==> src/rtl/pll_reconfig_sequencer.sv <==
// Avalon-MM master that retunes pll_0 through the pll_reconfig_0 mgmt slave.
// On a cfg_req rising edge: mode, N, M, C0, start writes, then status polling.
module pll_reconfig_sequencer #(
    parameter logic [71:0] N_TABLE    = 72'h0,
    parameter logic [71:0] M_TABLE    = 72'h0,
    parameter logic [71:0] C0_TABLE   = 72'h0,
    parameter int unsigned POLL_GAP   = 16,
    parameter int unsigned POLL_LIMIT = 1024
) (
    input  logic        clk_clk,
    input  logic        reset_reset_n,
    input  logic        cfg_req,
    input  logic [1:0]  cfg_profile,
    output logic        cfg_busy,
    output logic        cfg_done,
    output logic        cfg_error,
    output logic [5:0]  mgmt_address,
    output logic        mgmt_read,
    output logic        mgmt_write,
    output logic [31:0] mgmt_writedata,
    input  logic [31:0] mgmt_readdata,
    input  logic        mgmt_waitrequest
);

    localparam int unsigned ADDR_W = 6;
    localparam int unsigned DATA_W = 32;
    localparam int unsigned CNT_W  = 18;
    localparam int unsigned GAP_W  = $clog2(POLL_GAP + 1);
    localparam int unsigned POLL_W = $clog2(POLL_LIMIT + 1);

    localparam logic [ADDR_W-1:0] ADDR_MODE   = ADDR_W'(6'h00);
    localparam logic [ADDR_W-1:0] ADDR_STATUS = ADDR_W'(6'h01);
    localparam logic [ADDR_W-1:0] ADDR_START  = ADDR_W'(6'h02);
    localparam logic [ADDR_W-1:0] ADDR_N      = ADDR_W'(6'h03);
    localparam logic [ADDR_W-1:0] ADDR_M      = ADDR_W'(6'h04);
    localparam logic [ADDR_W-1:0] ADDR_C      = ADDR_W'(6'h05);

    typedef enum logic [3:0] {
        ST_IDLE,
        ST_WR_MODE,
        ST_WR_N,
        ST_WR_M,
        ST_WR_C0,
        ST_WR_START,
        ST_GAP,
        ST_RD_STAT,
        ST_DONE,
        ST_ERR
    } state_t;

    typedef struct packed {
        logic [ADDR_W-1:0] addr;
        logic [DATA_W-1:0] wdata;
        logic              read;
        logic              write;
    } mgmt_cmd_t;

    state_t            state_q, state_d;
    mgmt_cmd_t         cmd_q, cmd_d;
    logic [1:0]        prof_q, prof_d;
    logic [POLL_W-1:0] poll_q, poll_d;
    logic [GAP_W-1:0]  gap_q, gap_d;
    logic              busy_q, busy_d;
    logic              done_q, done_d;
    logic              error_q, error_d;
    logic              req_q;
    logic              armed_q;
    logic              start;
    logic              xfer_ok;
    logic              unused_rd;

    // Status bit 0 is the only readdata bit the sequencer looks at.
    assign unused_rd = ^mgmt_readdata[DATA_W-1:1];

    // A level already high when reset releases is not an edge; req must drop first.
    assign start   = cfg_req & ~req_q & armed_q;
    assign xfer_ok = ~mgmt_waitrequest;

    function automatic logic [CNT_W-1:0] pick(input logic [71:0] tbl, input logic [1:0] p);
        logic [CNT_W-1:0] w;
        case (p)
            2'd0:    w = tbl[17:0];
            2'd1:    w = tbl[35:18];
            2'd2:    w = tbl[53:36];
            default: w = tbl[71:54];
        endcase
        return w;
    endfunction

    // State, profile and counter registers plus registered bus/status outputs.
    always_ff @(posedge clk_clk or negedge reset_reset_n) begin
        if (!reset_reset_n) begin
            state_q <= ST_IDLE;
            cmd_q   <= '0;
            prof_q  <= '0;
            poll_q  <= '0;
            gap_q   <= '0;
            busy_q  <= 1'b0;
            done_q  <= 1'b0;
            error_q <= 1'b0;
            req_q   <= 1'b0;
            armed_q <= 1'b0;
        end else begin
            state_q <= state_d;
            cmd_q   <= cmd_d;
            prof_q  <= prof_d;
            poll_q  <= poll_d;
            gap_q   <= gap_d;
            busy_q  <= busy_d;
            done_q  <= done_d;
            error_q <= error_d;
            req_q   <= cfg_req;
            armed_q <= armed_q | ~cfg_req;
        end
    end

    // Next state; outputs are decoded from the next state so each state is entered
    // with its strobe, address and data already valid.
    always_comb begin
        state_d = state_q;
        prof_d  = prof_q;
        poll_d  = poll_q;
        gap_d   = gap_q;
        cmd_d   = '0;
        busy_d  = 1'b0;
        done_d  = 1'b0;
        error_d = 1'b0;

        unique case (state_q)
            ST_IDLE: begin
                if (start) begin
                    state_d = ST_WR_MODE;
                    prof_d  = cfg_profile;
                    poll_d  = '0;
                end
            end
            ST_WR_MODE:  if (xfer_ok) state_d = ST_WR_N;
            ST_WR_N:     if (xfer_ok) state_d = ST_WR_M;
            ST_WR_M:     if (xfer_ok) state_d = ST_WR_C0;
            ST_WR_C0:    if (xfer_ok) state_d = ST_WR_START;
            ST_WR_START: begin
                if (xfer_ok) begin
                    state_d = ST_GAP;
                    gap_d   = '0;
                end
            end
            ST_GAP: begin
                if (gap_q == GAP_W'(POLL_GAP - 1)) begin
                    state_d = ST_RD_STAT;
                end else begin
                    gap_d = gap_q + GAP_W'(1);
                end
            end
            ST_RD_STAT: begin
                if (xfer_ok) begin
                    if (mgmt_readdata[0]) begin
                        state_d = ST_DONE;
                    end else begin
                        poll_d = poll_q + POLL_W'(1);
                        if (poll_d == POLL_W'(POLL_LIMIT)) begin
                            state_d = ST_ERR;
                        end else begin
                            state_d = ST_GAP;
                            gap_d   = '0;
                        end
                    end
                end
            end
            ST_DONE: state_d = ST_IDLE;
            ST_ERR:  state_d = ST_IDLE;
            default: state_d = ST_IDLE;
        endcase

        unique case (state_d)
            ST_WR_MODE: begin
                cmd_d.addr  = ADDR_MODE;
                cmd_d.wdata = DATA_W'(1);
                cmd_d.write = 1'b1;
            end
            ST_WR_N: begin
                cmd_d.addr  = ADDR_N;
                cmd_d.wdata = {14'b0, pick(N_TABLE, prof_d)};
                cmd_d.write = 1'b1;
            end
            ST_WR_M: begin
                cmd_d.addr  = ADDR_M;
                cmd_d.wdata = {14'b0, pick(M_TABLE, prof_d)};
                cmd_d.write = 1'b1;
            end
            ST_WR_C0: begin
                cmd_d.addr  = ADDR_C;
                cmd_d.wdata = {9'b0, 5'd0, pick(C0_TABLE, prof_d)};
                cmd_d.write = 1'b1;
            end
            ST_WR_START: begin
                cmd_d.addr  = ADDR_START;
                cmd_d.write = 1'b1;
            end
            ST_RD_STAT: begin
                cmd_d.addr = ADDR_STATUS;
                cmd_d.read = 1'b1;
            end
            default: cmd_d = '0;
        endcase

        busy_d  = (state_d != ST_IDLE) && (state_d != ST_DONE) && (state_d != ST_ERR);
        done_d  = (state_d == ST_DONE);
        error_d = (state_d == ST_ERR);
    end

    assign cfg_busy       = busy_q;
    assign cfg_done       = done_q;
    assign cfg_error      = error_q;
    assign mgmt_address   = cmd_q.addr;
    assign mgmt_read      = cmd_q.read;
    assign mgmt_write     = cmd_q.write;
    assign mgmt_writedata = cmd_q.wdata;

endmodule

==> config.mk <==
export PLATFORM = sky130hd
export DESIGN_NAME = pll_reconfig_sequencer
export DESIGN_NICKNAME = d
export VERILOG_FILES = /design/src/rtl/pll_reconfig_sequencer.sv
export SDC_FILE = /design/constraint.sdc
export NUM_CORES = 1
export LEC_CHECK = 0
export CORE_MARGIN = 4
export CORE_UTILIZATION = 44
export DETAILED_ROUTE_END_ITERATION = 10
export PLACE_DENSITY = 0.81
export SYNTH_ARGS = -nofsm -noshare
export SYNTH_HDL_FRONTEND = slang
export SYNTH_SLANG_ARGS = --single-unit
==> constraint.sdc <==
create_clock -name clk_clk -period 2.6 [get_ports clk_clk]
set_input_delay 0.65 -clock clk_clk [delete_from_list [all_inputs] [get_ports clk_clk]]
set_output_delay 0.65 -clock clk_clk [all_outputs]
set_load 0.02 [all_outputs]
==> impl_metrics.toml <==
[critical_path]
reg2reg_to = "gap_q[0]"
crit_path_cell_trace = "ha_1 > nand4_2 > nor4_4 > o211ai_2 > o31ai_2 > or2_1 > o21ai_0"
required_ps = 2750
r2r_slack_ps = 270
slowest_stage = "o31ai_2"
slowest_delay_ps = 550
cp-end-kind = "register"
crit_arrival_ps = 2480
r2r_cells = 7
critPathMaxFanout = 8
criticalPathCategory = "reg2reg"
startpoint_type = "register"
r2r_start = "poll_q[0]"

[cells_and_area]
seqCellArea_um2 = 776
multi_input_comb_area_um2 = 1030
antenna_cells = 0
synthToLayoutAreaGrowth_pct = 6.93
mostFrequentLayoutCell = "conb_1"
num-nets-final = 278
drive_gt1_share_pct = 10.5
fillCellCount = 431
layout_common_cells = "34 x conb_1, 31 x dfrtp_1, 21 x o21ai_0"

[timing]
fin_ws_ps = 267
worstMarginPinSlew_ps = 554
hold_violations = 0
setup-tns-final_ps = 0
clock.fmax_mhz = 429
skew_ps = 6.19
min_period_ps = 2330
finalSetupViolCount = 0
final_max_slew_viol_count = 0
rsz0062_at_grt = "false"
relSlewSlack_pct = 62.9
post-route-period-util_pct = 89.7

[grt]
antenna_found_initial = 0
grt_max_degree = 32
grt_pass1_vias = 1459
grt_overflow = 0
busiest_layer = "met2"
grt_pass1_wl_mm = 6.53
met1_usage_pct = 18.3
grt_usage_pct = 14.9
grtUsageMet2_pct = 24.0
use_met3_pct = 3.83

[power]
p_sw_uw = 833
seq_power_share_pct = 37.1
switching_share_pct = 41.8
leakagePower_nw = 0.996
p_per_area_nw_per_um2 = 922
p_int_mw = 1.16
ir_worst_vdd_uv = 300
combPwrFrac_pct = 45.0
pwr-share-clk_pct = 17.9

[floorplanning]
die_w_um = 75.8
rows = 24
start_util_pct = 45.8
die_y_um = 75.8
top_level_ports = 81
fp.coreArea_um2 = 4410
die_area_um2 = 5740

[placed_design]
gp_congestion = 0.920
io_buffer_count = 13
pre_cts_slack_ps = 22.4
place_hpwl_mm = 2.84

[synthesis]
yosysTopAreaCell = "dfrtp_1"
yosysSeqAreaShare_pct = 38.4
synthArstFlopShare_pct = 100
synthCells = 221
syn_area_um2 = 2020
synthTopCellsByArea = "dfrtp_1 38%, buf_4 13%, o21ai_0 5.2%, nand2_1 3.0%, nor2_1 2.2%"
syn_area_per_cell_um2 = 9.14
synth_cell_type_count = 48
synth-edff-count = 0
synth_warnings = 0
synth_seq_cells = 31
synth_top_area_share_pct = 38.4
yosys_most_used_dff = "dfrtp_1"

[cts]
clock_path_buffers = 2
postCtsHoldBufs = 0
cts-htree-levels = 2
post_cts_buffers = 0
clk_latency_ps = 280
cts.sinks = 31
path_clk_slew_ps = 60
cts_tree = "built"
cts_resized = 0
clockRootBuffer = "clkbuf_8"
numCtsBuffers = 5

[hold_path]
min_to = "armed_q"
hold_path_startpoint = "armed_q"
min_path_type = "reg2reg"
hold_path_depth = 1

[job]
drv_cap = 0

[drt]
routed_wl_mm = 3.86
drcViolationCount = 0
vias = 1582
drt_iter0_markers = 162
ant_nets = 0
first_pass_iters = 4
vias_per_cell = 5.46
avgRoutedWirePerCell_um = 13.3

[status]
status = "finished clean"
==> per-layer routing <==
layer  vias to the layer above  wire length [um]
li1                        758                 -
met1                       739              1580
met2                        75              1930
met3                        10               258
met4                         0                94
met5                         -                 0
==> state kept, by name, indices dropped and copies added, names as in the netlist, 3 cells and up <==
register and cells:
gap_q 5, poll_q 11, state_q 4, mgmt_address 3
==> how the worst max path moves through the flow <==
stage	cells past startpoint	start	to	slack, ps
final	7	poll_q[0]	gap_q[0]	270
after global routing	7	poll_q[0]	gap_q[0]	50
after CTS	7	poll_q[0]	gap_q[0]	270
after detailed placement	8	mgmt_waitrequest	gap_q[3]	20
after global placement	7	mgmt_waitrequest	mgmt_address[0]	70
after floorplan	7	poll_q[0]	cfg_done	510
==> cell families (layout without fill, tap and decap cells) <==
family,count (synthesis),after routing,synth area share [%]
AOI/OAI and AO/OA,60,60,20.6
xor gates and xnor gates,1,1,0.434
adders and majority gates,3,3,1.86
buffers and inverters,51,35,16.8
DFF,31,31,38.4
muxes,1,1,0.743
other,1,34,0.186
and+or+nand+nor,73,73,21.0
==> power by group through the flow <==
stage          Sequential, mW  Clock, mW  Combinational, mW
2_1_floorplan           0.717          0              0.710
3_3_place_gp            0.735          0              0.859
3_5_place_dp            0.744          0              0.890
4_1_cts                 0.737      0.369              0.898
5_1_grt                 0.763      0.391              0.999
6_report                0.739      0.357              0.896
==> critical path: cells and delay by family, from the launching register on <==
| family | cells | cell delay (ps) |
|---|---|---|
| AND/OR/NAND/NOR | 3 | 730 |
| AO/OA/AOI/OAI | 3 | 800 |
| flip-flops | 1 | 380 |
| adder cells (fa/ha/maj) | 1 | 290 |
==> stage by stage <==
step	utilization, %	std cells	instance area (um2)	hold WS (ps)	total power [mW]
floorplan	-	254	2140	354	1.43
global placement	47.1	282	2080	449	1.59
detailed placement	47.1	282	2080	453	1.63
CTS	49.0	290	2160	472	2.00
global route	49.0	290	2160	484	2.15
finish	49.0	290	2160	469	1.99
==> cell type report <==
class,count,share of cell area [%]
clock inverter,1,0.232
inverter,7,1.22
sequential,31,35.9
tap,52,3.01
clock buffer,7,3.53
multi-input combinational,172,47.7
timing repair buffer,20,8.45
==> Yosys cell counts, types with 3 or more instances <==
cell and n:
nor3_1 5, nor3b_1 4, nor2b_1 5, ha_1 3
nand3_1 5, clkbuf_1 3, nand2_1 16, o21ai_0 21
and3_1 7, a31oi_1 7, inv_1 7, dfrtp_1 31
o31ai_1 5, a21oi_1 8, nor2_1 12, buf_4 36
buf_2 4
Note: power is estimated with default switching activity, not from simulation.
